$ cat src/rtl/seven_segment_capture_if.sv
// Multiplexed seven-segment display bus: segment lines plus one-hot digit enables.
// The display driver owns the master side; capture/monitor logic listens on slave.
interface seven_segment_capture_if #(
   parameter int DIGITS = 4
);
   logic [6:0]        seg;
   logic [DIGITS-1:0] an;

   modport master (output seg, output an);
   modport slave  (input  seg, input  an);
endinterface

$ cat src/rtl/seven_segment_capture.sv
// Recovers BCD digits from a multiplexed seven-segment bus: glitch filter,
// per-digit decode, undecodable-pattern error pulse and once-per-frame pulse.
module seven_segment_capture #(
   parameter int DIGITS        = 4,
   parameter int STABLE_CYCLES = 4
) (
   input  logic                  clk,
   input  logic                  rst_n,
   seven_segment_capture_if.slave bus,
   output logic [4*DIGITS-1:0]   digits,
   output logic [DIGITS-1:0]     digit_valid,
   output logic                  frame_valid,
   output logic                  err
);

   localparam int         W       = DIGITS + 7;
   localparam logic [3:0] CNT_MAX = 4'(STABLE_CYCLES);

   logic [W-1:0]      cur;
   logic [W-1:0]      s_reg;
   logic [3:0]        cnt;
   logic [DIGITS-1:0] seen;

   logic              same;
   logic              cap;
   logic              onehot;
   logic [DIGITS-1:0] an_s;
   logic [6:0]        seg_s;
   logic [4:0]        dec;
   logic [DIGITS-1:0] seen_upd;
   logic              frame_hit;

   // {ok, code}; ok=0 marks a pattern outside the digit set
   function automatic logic [4:0] decode(input logic [6:0] s);
      logic [4:0] r;
      r = 5'h00;
      case (s)
         7'h7E: r = {1'b1, 4'h0};
         7'h30: r = {1'b1, 4'h1};
         7'h6D: r = {1'b1, 4'h2};
         7'h79: r = {1'b1, 4'h3};
         7'h33: r = {1'b1, 4'h4};
         7'h5B: r = {1'b1, 4'h5};
         7'h5F: r = {1'b1, 4'h6};
         7'h70: r = {1'b1, 4'h7};
         7'h7F: r = {1'b1, 4'h8};
         7'h7B: r = {1'b1, 4'h9};
         7'h00: r = {1'b1, 4'hF};
         default: r = 5'h00;
      endcase
      return r;
   endfunction

   assign cur   = {bus.an, bus.seg};
   assign same  = (cur == s_reg);
   // fires only on the STABLE_CYCLES-1 -> STABLE_CYCLES step, so a steady bus captures once
   assign cap   = same && (cnt == CNT_MAX - 4'd1);
   assign an_s  = s_reg[W-1:7];
   assign seg_s = s_reg[6:0];
   assign dec   = decode(seg_s);
   assign onehot    = ($countones(an_s) == 1);
   assign seen_upd  = seen | an_s;
   assign frame_hit = (seen_upd == {DIGITS{1'b1}});

   always_ff @(posedge clk or negedge rst_n) begin
      if (!rst_n) begin
         s_reg       <= '0;
         cnt         <= '0;
         seen        <= '0;
         digits      <= '0;
         digit_valid <= '0;
         frame_valid <= 1'b0;
         err         <= 1'b0;
      end else begin
         s_reg       <= cur;
         frame_valid <= 1'b0;
         err         <= 1'b0;
         if (!same)
            cnt <= '0;
         else if (cnt != CNT_MAX)
            cnt <= cnt + 4'd1;

         // zero or multi-hot enables are inter-digit blanking and are ignored
         if (cap && onehot) begin
            if (dec[4]) begin
               for (int i = 0; i < DIGITS; i++)
                  if (an_s[i]) digits[4*i +: 4] <= dec[3:0];
               digit_valid <= digit_valid | an_s;
               if (frame_hit) begin
                  frame_valid <= 1'b1;
                  seen        <= '0;
               end else begin
                  seen <= seen_upd;
               end
            end else begin
               digit_valid <= digit_valid & ~an_s;
               err         <= 1'b1;
            end
         end
      end
   end

endmodule

$ cat src/flat_wrapper.sv
// flat-port wrapper written by rule: the top's interface ports become plain ports
module seven_segment_capture_flat 
#(
   parameter int DIGITS        = 4,
   parameter int STABLE_CYCLES = 4
)
  (clk, rst_n, digits, digit_valid, frame_valid, err, bus_seg, bus_an);
  seven_segment_capture_if #(.DIGITS(DIGITS)) bus_i ();
  input  logic clk;
  input  logic rst_n;
  output logic [4*DIGITS-1:0] digits;
  output logic [DIGITS-1:0] digit_valid;
  output logic frame_valid;
  output logic err;
  input wire logic [$bits(bus_i.seg)-1:0] bus_seg;
  input wire logic [$bits(bus_i.an)-1:0] bus_an;
  assign bus_i.seg = bus_seg;
  assign bus_i.an = bus_an;
  seven_segment_capture #(.DIGITS(DIGITS), .STABLE_CYCLES(STABLE_CYCLES)) u_core (.clk(clk), .rst_n(rst_n), .bus(bus_i), .digits(digits), .digit_valid(digit_valid), .frame_valid(frame_valid), .err(err));
endmodule
$ cat config.mk
export PLATFORM = sky130hd
export DESIGN_NAME = seven_segment_capture_flat
export DESIGN_NICKNAME = d
export VERILOG_FILES = /design/src/rtl/seven_segment_capture_if.sv /design/src/rtl/seven_segment_capture.sv /design/src/flat_wrapper.sv
export SDC_FILE = /design/constraint.sdc
export NUM_CORES = 1
export LEC_CHECK = 0
export CAP_MARGIN = 20
export CORE_MARGIN = 2
export CORE_UTILIZATION = 30
export CTS_BUF_LIST = sky130_fd_sc_hd__clkbuf_4
export DETAILED_ROUTE_END_ITERATION = 10
export HOLD_SLACK_MARGIN = 0.12
export PLACE_DENSITY = 0.6
export SLEW_MARGIN = 0
export SYNTH_ARGS = -nofsm -noshare
export SYNTH_HDL_FRONTEND = slang
export SYNTH_SLANG_ARGS = --single-unit
$ cat constraint.sdc
create_clock -name clk -period 7.46 [get_ports clk]
set_input_delay 1.492 -clock clk [delete_from_list [all_inputs] [get_ports clk]]
set_output_delay 1.492 -clock clk [all_outputs]
set_load 0.01 [all_outputs]
== After elaboration in Yosys (flattened, before gate mapping) ==
Cells that the tools add are included.

* Register bits: 41
* Input bits: 13
* Output and inout bits: 22
* Logic and storage cells: 52

* Add/subtract/negate cells: 4
* Equal/unequal tests: 16
* Multiplexer cells: 10
* Bitwise gates (word level): 4
* Reductions and logical operators: 8

{| class="wikitable"
|+ Operators with widths
! kind !! number
|-
| $eq A7 B7 Y1 const B || 8
|-
| $pmux W5 S11 || 1
|-
| $add A32 B32 Y32 || 1
|-
| $eq A32 B2 Y1 const B || 1
|-
| $mux W4 || 4
|-
| $eq A7 B6 Y1 const B || 2
|-
| $reduce_and A3 Y1 || 4
|-
| $eq A11 B11 Y1 || 1
|-
| $or A4 B4 Y4 || 2
|-
| $logic_not A7 Y1 || 1
|-
| $mux W1 || 5
|-
| $add A1 B1 Y2 || 2
|-
| $add A4 B1 Y4 const B || 1
|-
| $and A4 B4 Y4 || 1
|-
| $eq A4 B2 Y1 const B || 1
|-
| $eq A4 B4 Y1 const B || 1
|-
| $ne A4 B3 Y1 const B || 1
|-
| $not A4 Y4 || 1
|-
| $logic_and A1 B1 Y1 || 2
|-
| $ne A2 B2 Y1 const B || 1
|-
| $reduce_and A2 Y1 || 1
|}

== Depth between registers and ports, before layout ==
Gate-level depths: netlist of the first run.

* Depth in word-level cells: 5
* Gate-level depth with buffers: 9
* Depth with buffers taken out: 8

== Least setup slack after synthesis of the first run ==
No wires, ideal clock.

* Kind: input port to flip-flop
* Start: in bus_seg[1]
* End: reg u_core.digits[0]
* Setup time: 0.128 ns
* Data arrival time: 2.692 ns
* Data required time: 7.332 ns
* Path slack: 4.641 ns
* Cell stages on the path: 5
* Buffers on the path: 0
* Path through: xnor2_1 > nand4_1 > nor4_4 > nand3_2 > mux2_1

* Longest elaborated chain between the ends: 4

{| class="wikitable"
|+ Ends and longest elaborated chain
! element !! RTL line !! source
|-
| from (decl) || flat_wrapper.sv:15 || <nowiki>input wire logic [$bits(bus_i.seg)-1:0] bus_seg;</nowiki>
|-
| $eq A11 B11 Y1 || seven_segment_capture.sv:55 || <nowiki>assign same = (cur == s_reg);</nowiki>
|-
| $logic_and A1 B1 Y1 || seven_segment_capture.sv:57 || <nowiki>assign cap = same && (cnt == CNT_MAX - 4'd1);</nowiki>
|-
| $logic_and A1 B1 Y1 || seven_segment_capture.sv:84 || <nowiki>if (cap && onehot) begin</nowiki>
|-
| $reduce_and A3 Y1 (no source line) || - ||
|-
| to (signal, indexed assignment) || seven_segment_capture.sv:87 || <nowiki>if (an_s[i]) digits[4*i +: 4] <= dec[3:0];</nowiki>
|-
| to (decl) || seven_segment_capture.sv:10 || <nowiki>output logic [4*DIGITS-1:0] digits,</nowiki>
|}

No other way between the ends.
A chain may end at the register's enable or synchronous reset.

== Worst setup path after layout of the first run ==
* Start: in bus_seg[5]
* End: reg u_core.digits[9]

The elaborated chain is that of the path after synthesis.

==> results of run 1 <==
path summary, 6_finish.rpt:
path	startpoint	end	slack (ns)	cells after the start
worst max-delay path	bus_seg[5]	u_core.digits[9]	3.99	6
worst min-delay path	u_core.digits[8]	u_core.digits[8]	0.51	1
worst max register to register	u_core.s_reg[10]	u_core.digits[9]	4.11	8
worst min register to register	u_core.digits[8]	u_core.digits[8]	0.51	1
max in group asynchronous	rst_n	u_core.s_reg[10]	5.62	1
min in group asynchronous	rst_n	u_core.frame_valid	1.25	1
logic make-up (layout without fill, tap and decap cells):
family / after synthesis / count (layout) / synth area share
XOR/XNOR: 14 / 14 / 0.06436
multiplexers: 13 / 13 / 0.07178
AND/OR/NAND/NOR: 47 / 47 / 0.1498
AO/OA/AOI/OAI: 31 / 31 / 0.1120
buffers and inverters: 21 / 55 / 0.05383
adder cells (fa/ha/maj): 6 / 6 / 0.04084
flip-flops: 41 / 41 / 0.5074
metrics by stage:
| step | util | setup WS, ns | total power [mW] |
|---|---|---|---|
| 2_1_floorplan | - | 4.641 | 0.2538 |
| 3_3_place_gp | 0.3727 | 3.599 | 0.2675 |
| 3_5_place_dp | 0.3727 | 3.528 | 0.2680 |
| 4_1_cts | 0.3857 | 3.921 | 0.4197 |
| 5_1_grt | 0.3857 | 3.759 | 0.4365 |
| 6_report | 0.3857 | 3.986 | 0.4142 |
metal layers:
| metal | share of wire | vias to the layer above | wire length (microns) | GRT usage |
|---|---|---|---|---|
| met3 | 0.053 | 4 | 216 | 0.05486 |
| met5 | 0 | - | 0 | 0 |
| met1 | 0.48 | 670 | 1937 | 0.1676 |
| met2 | 0.46 | 26 | 1885 | 0.1720 |
| met4 | 0.0086 | 0 | 35 | 0.02597 |
| li1 | - | 675 | - | - |
layout by cell type, fill, tap and decap left out, drive strengths merged, types with 5 or more instances in the layout:
master / synthesis / layout
dfrtp: 41 / 41
inv: 13 / 13
nand3: 11 / 11
ha: 5 / 5
nand2: 6 / 6
nor2: 9 / 9
xnor2: 13 / 13
clkdlybuf4s50: 0 / 33
o21ai: 9 / 9
mux2: 12 / 12
clkbuf: 0 / 6
layout make-up:
class	instances	area (sq um)
Fill cell	625	3945
Sequential cell	41	1026
Multi-Input combinational cell	111	887.1
Timing Repair Buffer	34	335.3
Clock inverter	2	38.79
Clock buffer	6	45.04
Inverter	13	48.80
Tap cell	77	96.34
report_power, final:
part	internal (mW)	leakage, nW	switching (mW)
Clock	0.0750	0.0459	0.0760
Sequential	0.225	0.506	0.00858
Combinational	0.0148	0.561	0.0147
==> Implementation_results.wiki, run 1 <==
{| class="wikitable"
! Metric !! Value
|-
| DR vias || about 1400
|-
| Share of flip-flops with an asynchronous set or reset || 1.000
|-
| Vertical die dimension || 86.10 microns
|-
| Leading post-synthesis cells by cell area || sky130_fd_sc_hd__dfrtp_1, sky130_fd_sc_hd__mux2_1, sky130_fd_sc_hd__xnor2_1, sky130_fd_sc_hd__ha_1, sky130_fd_sc_hd__inv_1
|-
| Clock slew at reported path FFs || between 0.1 and 0.15 ns
|-
| Top Ports || 35
|-
| Num CTS Buffers || 5
|-
| Crit path launch type || primary input
|-
| Cell breakdown of the critical path || clkdlybuf4s50_1 > xnor2_2 > nand4_1 > nor4_4 > nand3_2 > mux2_1
|-
| Max Transition Viols Final || 0
|-
| Worst-case clock skew || about 0.016 ns
|-
| Cell area after technology mapping || between 0.002 and 0.0025 sq mm
|-
| Antenna violations before repair || 0
|-
| Critical path capture point type || flop
|-
| Hold_ws || 0.5109 ns
|-
| Fmax achieved || between 200 and 300 MHz
|-
| Register bit total from synthesis || 41
|-
| Total of endpoints with negative setup slack in the final report || 0
|-
| Wire length of the first global-routing pass || ~6700 microns
|-
| Final routed wire length divided by cell count || between 10 and 15 microns
|-
| GR Util All Layers || 0.1204
|-
| Setup TNS Final || 0 ns
|-
| Detailed Route WL || a little over 4000 microns
|-
| Hold Buf Count CTS || 0
|-
| Maximum cell stage delay along the critical path || roughly 0.73 ns
|-
| Area share of the largest cell type after synthesis || 0.5074
|-
| Insertion delay to the later sink of the worst-skew pair || roughly 0.36 ns
|-
| Reported max-cap violation count || 0
|-
| Buffers inserted by post-CTS timing repair || 0
|-
| Final critical path time including I/O delays and setup || about 3.5 ns
|-
| Warnings from Yosys || 0
|-
| Lkg Pwr || approximately 1.1 nW
|-
| Type of the worst setup path || primary input to flop
|-
| Placement-stage cell area || 0.002394 sq mm
|-
| First drt pass iteration count || 4
|-
| Buffer and inverter count on the worst path || 1
|-
| Final hold vios || 0
|-
| Mapped Cells || roughly 170
|-
| Routed via count divided by cell count || roughly 4.8
|-
| Number of library cell types mapped by synthesis || 42
|-
| Layout Cell Area excl Fill || between 0.002 and 0.0025 sq mm
|-
| Most used flip-flop cell after synthesis || sky130_fd_sc_hd__dfrtp_1
|-
| Cell accounting for the most synthesized area || sky130_fd_sc_hd__dfrtp_1
|-
| Area inside the core boundary || between 0.006 and 0.007 sq mm
|-
| Inst Count DP || roughly 280
|-
| Critical path data arrival time || 3.73 ns
|-
| Number of buffers added on ports || 34
|-
| Unrepaired setup endpoints after global routing || false
|-
| Power density normalized to cell area || 167.2 mW/mm^2
|-
| EDFF count, synth || 0
|-
| Site row count || 29
|-
| Most instantiated cells after synthesis || sky130_fd_sc_hd__dfrtp_1, sky130_fd_sc_hd__inv_1, sky130_fd_sc_hd__mux2_1, sky130_fd_sc_hd__xnor2_1, sky130_fd_sc_hd__nor2_1
|-
| Area enclosed by the die boundary || around 0.0074 sq mm
|-
| Initial Util || 0.3148
|-
| Fraction of final layout cells with drive strength greater than 1 || 0.1208
|-
| Final weighted congestion in routability-driven placement || between 0.7 and 0.8
|-
| Most common cell in the netlist || sky130_fd_sc_hd__dfrtp_1
|-
| Maximum resistive drop on vdd || ~57 uV
|-
| Post-detailed-route count of antenna-violating nets || 0
|-
| Number of diodes || 0
|-
| Worst hold path type || flop to flop
|-
| Critical path required time || slightly below 8 ns
|-
| CTS tree || yes
|-
| Mean area per synthesized cell || between 10 and 15 sq um
|-
| Run status || finished, final reports clean
|-
| Total grt overflow || 0
|-
| Worst Tran Pin Value || 0.9266 ns
|-
| Bufs on Longest Clock Path || 2
|-
| Post-detailed-route DRC marker count || 0
|-
| Critical Path Fanout Max || 14
|-
| Library cell contributing the largest single delay on the critical path || sky130_fd_sc_hd__nor4_4
|-
| Max transition margin || 0.3823
|-
| Number of nets in the synthesized netlist || 192
|-
| Pin count of the biggest net entering global routing || 42
|-
| CP top delay family || simple AND/OR/NAND/NOR gates
|-
| Clock root buffer || sky130_fd_sc_hd__clkbuf_4
|-
| Number of nets in the layout || 225
|-
| Sequential fraction of the synthesis area || 0.5074
|-
| Final cell count without fillers || between 200 and 300
|-
| Number of global-route vias before repair || about 1300
|-
| Period Utilization, post-route || 0.4656
|-
| Number of flip-flops under the largest register name || 16
|-
| Max H-tree Level || 2
|-
| Iteration-0 DRC count of the detailed router || 99
|-
| Cells resized by post-CTS repair || 0
|-
| Synthesis-to-finish area growth || 22.52%
|-
| Chip width || 86.10 microns
|-
| HPWL reported at the end of detailed placement || about 3000 microns
|-
| TritonCTS Sinks || 41
|}
Power figures use the tool's default switching activity.
==> inputs of run 2 (changes only) <==
Clock period 7.46 ns to 3.3 ns, I/O delays scaled along.
==> run 2 against run 1 <==
Wire length rose by 0.44%. Global-route usage up 0.20 points. Cell count up 0.70%. Via count increased by 1.1%. Highest routed layer unchanged. Flip-flop and latch count is the same. Worst setup slack worse by 3.7 ns. Sequential share of layout area down 0.25 points. Combinational power rose by 140%. Die area unchanged. Non-clock buffer count is 2 higher.
==> Implementation_results.wiki, run 2 (synthesis results as in run 1) <==
{| class="wikitable"
! Metric !! Value
|-
| Run status || finished, final reports clean (unchanged)
|-
| Final hold vios || 0 (unchanged)
|-
| Grt met2 use || 0.1839 (was 0.1720)
|-
| Synthesis-to-finish area growth || 23.27% (was 22.52%)
|-
| Detailed Route WL || 4092 microns (was 4074 microns)
|-
| Area inside the core boundary || 0.006422 sq mm (unchanged)
|-
| DR vias || 1390 (was 1375)
|-
| Site row count || 29 (unchanged)
|-
| Number of flip-flops under the largest register name || 16 (unchanged)
|-
| Commonest cells after routing, fill and taps aside || sky130_fd_sc_hd__dfrtp_1, sky130_fd_sc_hd__clkdlybuf4s50_1, sky130_fd_sc_hd__inv_1 (unchanged)
|-
| Sw Ratio || 0.2375 (was 0.2396)
|-
| Critical Path Fanout Max || 7 (was 14)
|-
| Pint || 712.9 uW (was 314.9 uW)
|-
| Iteration-0 DRC count of the detailed router || 112 (was 99)
|-
| Cells resized by post-CTS repair || 0 (unchanged)
|-
| Vertical die dimension || 86.10 microns (unchanged)
|-
| Chip width || 86.10 microns (unchanged)
|-
| Insertion delay to the later sink of the worst-skew pair || 0.36 ns (about the same)
|-
| First drt pass iteration count || 4 (unchanged)
|-
| Worst Tran Pin Value || 0.9157 ns (was 0.9266 ns)
|-
| DP Worst Slack || 0.2379 ns (was 3.528 ns)
|-
| Global routing usage on met1 || 0.1715 (was 0.1676)
|-
| Number of buffers added on ports || 34 (unchanged)
|-
| Filler Cell Count || 624 (was 625)
|-
| Number of global-route vias before repair || 1408 (was 1308)
|-
| Busiest layer in global routing || met2 (unchanged)
|-
| Worst-case setup margin in the final layout || 0.2724 ns (was 3.986 ns)
|-
| Maximum resistive drop on vdd || 192.9 uV (was 57.19 uV)
|-
| HPWL reported at the end of detailed placement || 3047 microns (was 2960 microns)
|-
| Clock power frac || 0.362 (was 0.365)
|-
| Fmax achieved || 330.3 MHz
|-
| FF+latch area || 0.001026 sq mm (unchanged)
|-
| Type of the worst setup path || flop to flop (was primary input to flop)
|-
| Final cell count without fillers || 286 (was 284)
|-
| Worst-case clock skew || 0.01026 ns (was 0.01625 ns)
|-
| Lkg Pwr || 1.123 nW (was 1.113 nW)
|-
| Initial Util || 0.3148 (unchanged)
|-
| Crit path launch type || flop (was primary input)
|-
| Final critical path time including I/O delays and setup || slightly above 3 ns
|-
| GR Util All Layers || 0.1224 (was 0.1204)
|-
| Wire length of the first global-routing pass || 7127 microns (was 6720 microns)
|-
| Routed via count divided by cell count || 4.860 (was 4.842)
|-
| Num CTS Buffers || 5 (unchanged)
|-
| Gate power share || 0.074 (was 0.071)
|-
| Power density normalized to cell area || 375.1 mW/mm^2 (was 167.2 mW/mm^2)
|-
| Hold Buf Count CTS || 0 (unchanged)
|-
| Worst setup slack for register-to-register paths || 0.27 ns (was 4.11 ns)
|-
| Post-detailed-route DRC marker count || 0 (unchanged)
|-
| Max Transition Viols Final || 0 (unchanged)
|-
| Clock root buffer || sky130_fd_sc_hd__clkbuf_4 (unchanged)
|-
| Switching pwr || 222.1 uW (was 99.24 uW)
|-
| Share of total power in sequential cells || 0.563 (was 0.564)
|-
| Unrepaired setup endpoints after global routing || false (unchanged)
|-
| Total of endpoints with negative setup slack in the final report || 0 (unchanged)
|-
| Total grt overflow || 0 (unchanged)
|-
| Final routed wire length divided by cell count || 14.31 microns (was 14.35 microns)
|-
| Number of diodes || 0 (unchanged)
|-
| Final core utilization || 0.3881 (was 0.3857)
|-
| Top Ports || 35 (unchanged)
|-
| Met3 Use GR || 0.03561 (was 0.05486)
|-
| Area of the multi-input gates || 887.1 sq um (unchanged)
|-
| Critical path required time || 3.55 ns (was 7.72 ns)
|-
| Reported max-cap violation count || 0 (unchanged)
|-
| Final weighted congestion in routability-driven placement || 0.8177 (was 0.7406)
|-
| Max transition margin || 0.3895 (was 0.3823)
|-
| TritonCTS Sinks || 41 (unchanged)
|-
| Bufs on Longest Clock Path || 2 (unchanged)
|-
| Antenna violations before repair || 0 (unchanged)
|-
| Setup TNS Final || 0 ns (unchanged)
|-
| Worst hold path type || primary input to async pin (was flop to flop)
|-
| Period Utilization, post-route || 0.9175
|-
| CTS tree || yes (unchanged)
|-
| Clock slew at reported path FFs || 0.13 ns (about the same)
|-
| Fraction of final layout cells with drive strength greater than 1 || 0.1292 (was 0.1208)
|-
| Number of nets in the layout || 227 (was 225)
|-
| Buffers inserted by post-CTS timing repair || 0 (unchanged)
|-
| Critical path data arrival time || 3.28 ns (was 3.73 ns)
|-
| Critical path capture point type || flop (unchanged)
|-
| Area enclosed by the die boundary || 0.007412 sq mm (unchanged)
|-
| Post-detailed-route count of antenna-violating nets || 0 (unchanged)
|-
| Most common library cell in the layout ignoring fill and taps || sky130_fd_sc_hd__dfrtp_1 (unchanged)
|-
| Pin count of the biggest net entering global routing || 42 (unchanged)
|-
| Max H-tree Level || 2 (unchanged)
|-
| Inst Count DP || 278 (was 276)
|}
run 2: cell types whose count changed in the layout (fill, tap and decap cells not counted):
cell	before	now
sky130_fd_sc_hd__buf_4	0	2
run 2: through the flow:
step	total power [mW]	hold slack, ns	cell area, sq um
floorplan	0.5737	0.3644	2022
global placement	0.6065	0.4782	2409
detailed placement	0.6074	0.4806	2409
CTS	0.9481	0.4514	2492
global route	0.9767	0.4815	2492
finish	0.9350	0.4235	2492
run 2: cell type report:
type                       count  area share
sequential                    41      0.4116
multi-input combinational    111      0.3559
timing repair buffer          36      0.1406
tap                           77     0.03865
inverter                      13     0.01958
clock buffer                   6     0.01807
clock inverter                 2     0.01556
run 2: power by group through the flow:
stage,clock network (mW),registers [mW],logic [mW]
CTS,0.349,0.527,0.0718
floorplan,0,0.524,0.0500
global route,0.368,0.529,0.0795
detailed placement,0,0.536,0.0712
global placement,0,0.536,0.0704
finish,0.339,0.527,0.0696
run 2: routing by layer:
metal  share of wire  routed length [microns]
met4           0.012                       51
met5               0                        0
met3           0.041                      168
met1            0.49                     2024
met2            0.45                     1846
run 2: final timing paths:
check / from / to / cells past startpoint
worst max-delay path: u_core.s_reg[9] / u_core.digits[2] / 8
worst min-delay path: rst_n / u_core.seen[2] / 1
worst max register to register: u_core.s_reg[9] / u_core.digits[2] / 8
worst min register to register: flop / flop / 1
max in group asynchronous: rst_n / u_core.cnt[2] / 1
min in group clk: flop / flop / 1
run 2: critical path: stages (launching register included):
cell,delay [ns]
sky130_fd_sc_hd__dfrtp_1,0.49
sky130_fd_sc_hd__ha_1,0.34
sky130_fd_sc_hd__ha_1,0.22
sky130_fd_sc_hd__fa_1,0.42
sky130_fd_sc_hd__nor4b_1,0.26
sky130_fd_sc_hd__nand3b_1,0.16
sky130_fd_sc_hd__nor4_4,0.40
sky130_fd_sc_hd__nand3_2,0.27
sky130_fd_sc_hd__mux2_1,0.37
